$ cat src/rtl/keypad_scan_ctrl.sv
// keypad_scan_ctrl: 4x4 key-matrix scanner with per-scan debounce and a
// 4-entry first-word-fall-through event FIFO drained by a valid/pop handshake.
// Rows are driven one-cold.
// Columns are sampled active-low once per row dwell.
// A change is committed only after DEBOUNCE_SCANS identical full scans.
module keypad_scan_ctrl #(
   parameter int CLK_DIV        = 2500,
   parameter int SETTLE         = 16,
   parameter int DEBOUNCE_SCANS = 4
) (
   input  logic        clk,
   input  logic        RST,
   input  logic        enable,
   input  logic [3:0]  col,
   output logic [3:0]  row,
   output logic [15:0] key_state,
   output logic        evt_valid,
   output logic [4:0]  evt_data,
   input  logic        evt_pop,
   output logic [2:0]  evt_count,
   output logic        overflow,
   input  logic        ovf_clr,
   output logic        irq
);

   localparam int         DW      = $clog2(CLK_DIV);
   localparam logic [3:0] DEB     = 4'(DEBOUNCE_SCANS);
   localparam logic [DW-1:0] SAMPLE_AT = DW'(SETTLE);
   localparam logic [DW-1:0] DWELL_END = DW'(CLK_DIV - 1);

   typedef enum logic [1:0] {
      ST_IDLE   = 2'd0,
      ST_SCAN   = 2'd1,
      ST_UPDATE = 2'd2,
      ST_EMIT   = 2'd3
   } state_t;

   // One-cold row drive for a given state/row index; all rows idle outside SCAN.
   function automatic logic [3:0] row_drive(input state_t st, input logic [1:0] idx);
      logic [3:0] r;
      if (st == ST_SCAN) begin
         r = ~(4'b0001 << idx);
      end else begin
         r = 4'b1111;
      end
      return r;
   endfunction

   // Sequencer state
   state_t        state_r, state_nxt_s;
   logic [1:0]    row_idx_r, row_idx_nxt_s;
   logic [DW-1:0] dwell_r, dwell_nxt_s;
   logic [3:0]    emit_k_r, emit_k_nxt_s;
   logic [15:0]   scan_buf_r, scan_buf_nxt_s;
   logic [15:0]   last_scan_r, last_scan_nxt_s;
   logic [3:0]    stable_cnt_r, stable_cnt_nxt_s;
   logic [15:0]   key_state_r, key_state_nxt_s;
   logic [15:0]   diff_r, diff_nxt_s;
   logic [3:0]    row_r;

   // Event FIFO state
   logic [4:0]    mem_r [4];
   logic [4:0]    mem_nxt_s [4];
   logic [1:0]    rd_ptr_r, rd_ptr_nxt_s;
   logic [1:0]    wr_ptr_r, wr_ptr_nxt_s;
   logic [2:0]    count_r, count_nxt_s;
   logic          overflow_r, overflow_nxt_s;
   logic          evt_valid_r, evt_data_valid_unused_s;
   logic [4:0]    evt_data_r;
   logic          irq_r;

   logic          push_s;
   logic [4:0]    push_data_s;
   logic          pop_ok_s;
   logic          full_s;
   logic          push_acc_s;
   logic          drop_s;

   assign evt_data_valid_unused_s = 1'b0;

   // Scan sequencer next-state: row stepping, column capture, debounce and emit walk.
   always_comb begin
      state_nxt_s      = state_r;
      row_idx_nxt_s    = row_idx_r;
      dwell_nxt_s      = dwell_r;
      emit_k_nxt_s     = emit_k_r;
      scan_buf_nxt_s   = scan_buf_r;
      last_scan_nxt_s  = last_scan_r;
      stable_cnt_nxt_s = stable_cnt_r;
      key_state_nxt_s  = key_state_r;
      diff_nxt_s       = diff_r;
      push_s           = 1'b0;
      push_data_s      = 5'd0;
      case (state_r)
         ST_IDLE: begin
            if (enable) begin
               state_nxt_s   = ST_SCAN;
               row_idx_nxt_s = 2'd0;
               dwell_nxt_s   = {DW{1'b0}};
            end else begin
               state_nxt_s   = ST_IDLE;
            end
         end
         ST_SCAN: begin
            if (!enable) begin
               state_nxt_s      = ST_IDLE;
               scan_buf_nxt_s   = 16'h0000;
               stable_cnt_nxt_s = 4'd0;
               row_idx_nxt_s    = 2'd0;
               dwell_nxt_s      = {DW{1'b0}};
            end else begin
               if (dwell_r == SAMPLE_AT) begin
                  scan_buf_nxt_s[{row_idx_r, 2'b00} +: 4] = ~col;
               end else begin
                  scan_buf_nxt_s = scan_buf_r;
               end
               if (dwell_r == DWELL_END) begin
                  dwell_nxt_s = {DW{1'b0}};
                  if (row_idx_r == 2'd3) begin
                     state_nxt_s = ST_UPDATE;
                  end else begin
                     row_idx_nxt_s = row_idx_r + 2'd1;
                  end
               end else begin
                  dwell_nxt_s = dwell_r + {{(DW-1){1'b0}}, 1'b1};
               end
            end
         end
         ST_UPDATE: begin
            if (!enable) begin
               state_nxt_s      = ST_IDLE;
               scan_buf_nxt_s   = 16'h0000;
               stable_cnt_nxt_s = 4'd0;
            end else begin
               if (scan_buf_r == last_scan_r) begin
                  if (stable_cnt_r >= DEB) begin
                     stable_cnt_nxt_s = DEB;
                  end else begin
                     stable_cnt_nxt_s = stable_cnt_r + 4'd1;
                  end
               end else begin
                  last_scan_nxt_s  = scan_buf_r;
                  stable_cnt_nxt_s = 4'd1;
               end
               // Commit only a stable pattern that actually differs from the map.
               if ((stable_cnt_nxt_s == DEB) && (last_scan_nxt_s != key_state_r)) begin
                  diff_nxt_s      = last_scan_nxt_s ^ key_state_r;
                  key_state_nxt_s = last_scan_nxt_s;
                  emit_k_nxt_s    = 4'd0;
                  state_nxt_s     = ST_EMIT;
               end else begin
                  state_nxt_s   = ST_SCAN;
                  row_idx_nxt_s = 2'd0;
                  dwell_nxt_s   = {DW{1'b0}};
               end
            end
         end
         ST_EMIT: begin
            // Walk every key code in ascending order so events come out sorted.
            push_s      = diff_r[emit_k_r];
            push_data_s = {key_state_r[emit_k_r], emit_k_r};
            if (emit_k_r == 4'd15) begin
               emit_k_nxt_s = 4'd0;
               if (enable) begin
                  state_nxt_s   = ST_SCAN;
                  row_idx_nxt_s = 2'd0;
                  dwell_nxt_s   = {DW{1'b0}};
               end else begin
                  state_nxt_s      = ST_IDLE;
                  scan_buf_nxt_s   = 16'h0000;
                  stable_cnt_nxt_s = 4'd0;
               end
            end else begin
               emit_k_nxt_s = emit_k_r + 4'd1;
            end
         end
         default: begin
            state_nxt_s = ST_IDLE;
         end
      endcase
   end

   // FIFO next-state: simultaneous push/pop on a full FIFO is accepted without loss.
   always_comb begin
      mem_nxt_s    = mem_r;
      rd_ptr_nxt_s = rd_ptr_r;
      wr_ptr_nxt_s = wr_ptr_r;
      count_nxt_s  = count_r;
      pop_ok_s     = evt_pop && (count_r != 3'd0);
      full_s       = (count_r == 3'd4);
      push_acc_s   = push_s && (!full_s || pop_ok_s);
      drop_s       = push_s && full_s && !pop_ok_s;
      if (push_acc_s) begin
         mem_nxt_s[wr_ptr_r] = push_data_s;
         wr_ptr_nxt_s        = wr_ptr_r + 2'd1;
      end else begin
         wr_ptr_nxt_s        = wr_ptr_r;
      end
      if (pop_ok_s) begin
         rd_ptr_nxt_s = rd_ptr_r + 2'd1;
      end else begin
         rd_ptr_nxt_s = rd_ptr_r;
      end
      case ({push_acc_s, pop_ok_s})
         2'b10:   count_nxt_s = count_r + 3'd1;
         2'b01:   count_nxt_s = count_r - 3'd1;
         default: count_nxt_s = count_r;
      endcase
      // A drop in the same cycle as a clear leaves the flag set.
      if (drop_s) begin
         overflow_nxt_s = 1'b1;
      end else if (ovf_clr) begin
         overflow_nxt_s = 1'b0;
      end else begin
         overflow_nxt_s = overflow_r;
      end
   end

   // State and output registers; every output is a flop fed from next-state values.
   always_ff @(posedge clk) begin
      if (RST) begin
         state_r      <= ST_IDLE;
         row_idx_r    <= 2'd0;
         dwell_r      <= {DW{1'b0}};
         emit_k_r     <= 4'd0;
         scan_buf_r   <= 16'h0000;
         last_scan_r  <= 16'h0000;
         stable_cnt_r <= 4'd0;
         key_state_r  <= 16'h0000;
         diff_r       <= 16'h0000;
         row_r        <= 4'b1111;
         mem_r        <= '{default: 5'd0};
         rd_ptr_r     <= 2'd0;
         wr_ptr_r     <= 2'd0;
         count_r      <= 3'd0;
         overflow_r   <= 1'b0;
         evt_valid_r  <= 1'b0;
         evt_data_r   <= 5'd0;
         irq_r        <= 1'b0;
      end else begin
         state_r      <= state_nxt_s;
         row_idx_r    <= row_idx_nxt_s;
         dwell_r      <= dwell_nxt_s;
         emit_k_r     <= emit_k_nxt_s;
         scan_buf_r   <= scan_buf_nxt_s;
         last_scan_r  <= last_scan_nxt_s;
         stable_cnt_r <= stable_cnt_nxt_s;
         key_state_r  <= key_state_nxt_s;
         diff_r       <= diff_nxt_s;
         row_r        <= row_drive(state_nxt_s, row_idx_nxt_s);
         mem_r        <= mem_nxt_s;
         rd_ptr_r     <= rd_ptr_nxt_s;
         wr_ptr_r     <= wr_ptr_nxt_s;
         count_r      <= count_nxt_s;
         overflow_r   <= overflow_nxt_s;
         evt_valid_r  <= (count_nxt_s != 3'd0) | evt_data_valid_unused_s;
         evt_data_r   <= mem_nxt_s[rd_ptr_nxt_s];
         irq_r        <= (count_nxt_s != 3'd0) | overflow_nxt_s;
      end
   end

   assign row       = row_r;
   assign key_state = key_state_r;
   assign evt_valid = evt_valid_r;
   assign evt_data  = evt_data_r;
   assign evt_count = count_r;
   assign overflow  = overflow_r;
   assign irq       = irq_r;

endmodule

$ cat config.mk
export PLATFORM = sky130hd
export DESIGN_NAME = keypad_scan_ctrl
export DESIGN_NICKNAME = d
export VERILOG_FILES = /design/src/rtl/keypad_scan_ctrl.sv
export SDC_FILE = /design/constraint.sdc
export NUM_CORES = 1
export LEC_CHECK = 0
export CAP_MARGIN = 30
export CORE_ASPECT_RATIO = 1.5
export CORE_UTILIZATION = 30
export CTS_CLUSTER_SIZE = 25
export DETAILED_ROUTE_END_ITERATION = 7
export MAX_ROUTING_LAYER = met4
export PLACE_DENSITY = 0.49
export SYNTH_ARGS = -nofsm -noshare
export SYNTH_HDL_FRONTEND = slang
export SYNTH_SLANG_ARGS = --single-unit
$ cat constraint.sdc
create_clock -name clk -period 2.7 [get_ports clk]
set_input_delay 0.405 -clock clk [delete_from_list [all_inputs] [get_ports clk]]
set_output_delay 0.405 -clock clk [all_outputs]
set_load 0.02 [all_outputs]
==> results.py <==
metrics = {
    "outcome": {
        "outcome": "finished with violations",
        "violations": "negative setup slack",
    },
    "flow_run": {
        "cap_violations": 0,
    },
    "synthesis": {
        "yosysWarnings": 0,
        "synthCells": 662,
        "synth_nets": 687,
        "synth.most_common_cell": "dfxtp_1",
        "synth_top_cell_by_area": "dfxtp_1",
        "synthSimpleGateAreaFrac_pct": 19.09,
        "synth-seq-cells": 127,
        "synth_xor_area_share_pct": 6.431,
        "synth_edf_count": 0,
        "synth_top_family_by_area": "simple AND/OR/NAND/NOR gates",
        "synth-async-reset-ratio_pct": 0,
        "ys_top_cells_by_count": "dfxtp_1, nor2_1, nand2_1",
        "synthAdderAreaFrac_pct": 3.466,
        "yosys-top-cells-area": "dfxtp_1, mux2i_1, nor2_1",
        "ys_types": 56,
        "synth_top_area_share_pct": 42.43,
        "synthMuxAreaShare_pct": 12.49,
        "synth_area_per_cell_um2": 9.051,
        "synth_compound_area_share_pct": 12.36,
        "yosysSeqAreaShare_pct": 42.43,
        "synth_area_um2": 5992,
        "yosys_most_used_dff": "dfxtp_1",
    },
    "power_and_ir_drop": {
        "switching_share_pct": 24.66,
        "power.share.clock_pct": 53.0,
        "internal_power_mw": 3.214,
        "power_switching_mw": 1.052,
        "power.leakage_nw": 3.022,
        "ir_worst_vdd_v": 0.0004380,
        "powerDensity_nw_per_um2": 560.1,
        "combPwrFrac_pct": 2.9,
        "seqPwrFrac_pct": 44.1,
    },
    "final_layout": {
        "antenna_cells": 0,
        "drive_gt1_share_pct": 15.94,
        "layout.nets": 765,
        "n_fill_cell": 2024,
        "seqCellArea_um2": 2547,
        "multi_input_area_um2": 3303,
        "final_cell_area_um2": 7615,
        "area_growth_pct": 27.08,
    },
    "floorplan": {
        "io_pins": 40,
        "start_util_pct": 30.41,
        "fp.dieH_um": 175.1,
        "coreArea_um2": 19710,
        "rows": 63,
        "die_w_um": 117.4,
        "die_area_um2": 20550,
    },
    "detailed_routing": {
        "drcViolationCount": 0,
        "wl_um": 15540,
        "wire_per_inst_um": 15.34,
        "dr.pass1.iters": 4,
        "vias": 4927,
        "drtIter0Drc": 255,
        "vias_per_cell": 4.864,
        "drtAntennaViolNets": 0,
    },
    "cts": {
        "clkSlewWorstSetupHoldPaths_ns": 0.06,
        "clock_latency_ns": 0.42,
        "cts.sinks": 127,
        "cts_buffers": 17,
        "htreeDepth": 4,
        "cts_buffer_depth": 2,
        "root_buffer": "clkbuf_16",
        "cts_tree": "done",
        "postCtsHoldBufs": 0,
    },
    "setup_path": {
        "crit_type": "reg -> reg",
        "crit_required_ns": 3.01,
        "crit_fanout": 6,
        "cp-end-kind": "flip-flop",
        "crit_arrival_ns": 3.10,
        "start_kind": "flip-flop",
    },
    "sta": {
        "drv_slew": 0,
        "layout_setup_ws_ns": -0.09363,
        "finClkSkew_ns": 0.01047,
        "grt_setup_unrepaired": "yes",
        "finalSetupViolCount": 2,
        "worst_pin_slew_ns": 0.6088,
        "hold_viol": 0,
        "period_share_pct": 103.5,
        "fmax_mhz": 358.0,
        "hold_ws_ns": 0.4594,
        "finalSetupTns_ns": -0.09542,
        "final.min_clock_period_ns": 2.794,
        "relSlewSlack_pct": 59.41,
    },
    "grt": {
        "grt_remaining_overflow": 0,
        "grt_pass1_vias": 5080,
        "antenna_found_initial": 0,
        "grt_max_degree": 56,
        "grt_pass1_wl_um": 25710,
        "grtUsageTotal_pct": 16.24,
    },
    "placement": {
        "io_buffers": 39,
        "gp_congestion": 0.8237,
        "dpl_cell_area_um2": 6957,
        "dp_hpwl_um": 11310,
    },
    "hold_path": {
        "hp-class": "in -> reg",
    },
}
==> per-layer routing <==
layer / wire length, um / global-route usage [%] / share of wire [%] / up-vias
met1: 6514 / 17.09 / 42 / 2363
li1: - / - / - / 2466
met3: 362 / 2.709 / 2.3 / 26
met2: 8282 / 29.41 / 53 / 72
met4: 376 / 7.468 / 2.4 / 0
met5: 0 / - / 0 / -
==> path summary, 6_finish.rpt <==
| path | from | endpoint | slack (ns) | cells past startpoint |
|---|---|---|---|---|
| hold / removal | RST | evt_count[2] | 0.46 | 2 |
| setup reg to reg | emit_k_r[0] | irq | -0.09 | 12 |
| hold reg to reg | last_scan_r[7] | last_scan_r[7] | 0.47 | 2 |
| setup / recovery | emit_k_r[0] | irq | -0.09 | 12 |
==> state kept, by name, summed over array words and instances (netlist names), 4 cells and up <==
signal        count
row               4
mem_r            20
evt_data          5
key_state        16
scan_buf_r       16
last_scan_r      16
emit_k_r          4
stable_cnt_r      4
diff_r           16
dwell_r          12
==> metrics by stage <==
step / instances / total power [mW] / utilization, % / worst slack, ns
2_1_floorplan: 662 / 1.996 / - / -0.1357
3_3_place_gp: 976 / 2.046 / 35.30 / -0.3276
3_5_place_dp: 976 / 2.047 / 35.30 / -0.3860
4_1_cts: 1010 / 4.316 / 38.35 / -0.1170
5_1_grt: 1013 / 4.418 / 38.64 / -0.2638
6_report: 1013 / 4.265 / 38.64 / -0.09363
==> kinds of logic (layout without fill, tap and decap cells) <==
kind of cell	Yosys count	count (layout)
simple gates	247	247
xor+xnor	44	44
flops	127	127
mux	67	67
buf+inv	47	138
fa+ha+maj	16	16
compound gates	114	114
==> power by group through the flow <==
stage | sequential [mW] | clock, mW | combinational [mW]
after floorplan | 1.92 | 0 | 0.0720
after global placement | 1.92 | 0 | 0.123
after detailed placement | 1.92 | 0 | 0.124
after CTS | 1.88 | 2.31 | 0.125
after global routing | 1.88 | 2.40 | 0.138
final | 1.88 | 2.26 | 0.125
==> layout make-up <==
type	count	area share, %
multi-input combinational	488	43.38
sequential	127	33.45
timing repair buffer	92	10.65
clock buffer	17	5.587
tap	260	4.272
clock inverter	15	1.972
inverter	14	0.6901
==> what timing repair did <==
item                       in CTS  in global routing
buffers inserted                2                  3
resized for setup               2                  6
pin swaps                       6                  2
setup endpoints to repair       1                  9
==> cells in the final DEF, fill, tap and decap left out, types with 3 or more instances in the layout <==
master,n
o21ai_0,22
nor2b_1,6
or4_1,3
o31ai_1,3
and3_1,5
a22o_1,5
inv_6,6
nor4_1,4
nor3_1,4
dfxtp_1,125
xor2_1,26
buf_4,52
mux4_2,6
nor2_1,118
nand3_1,14
nand4_2,4
xnor2_1,15
ha_1,14
or3_1,4
nand3b_1,3
inv_1,13
a211oi_1,17
clkinvlp_4,6
nand4_1,9
xnor2_2,3
nand2_1,60
clkbuf_16,17
a21oi_1,47
mux2i_1,59
clkdlybuf4s50_1,38
==> worst max-delay path: stages (launching register included) <==
cell,delay [ns]
dfxtp_4,0.39
mux4_2,0.54
o22ai_4,0.19
o32ai_4,0.14
nand3_2,0.12
ha_4,0.14
inv_2,0.04
fa_2,0.34
xor2_1,0.15
nor2_1,0.11
xnor2_1,0.15
a31oi_1,0.13
or2_4,0.25
(Power assumes the default switching activity.)
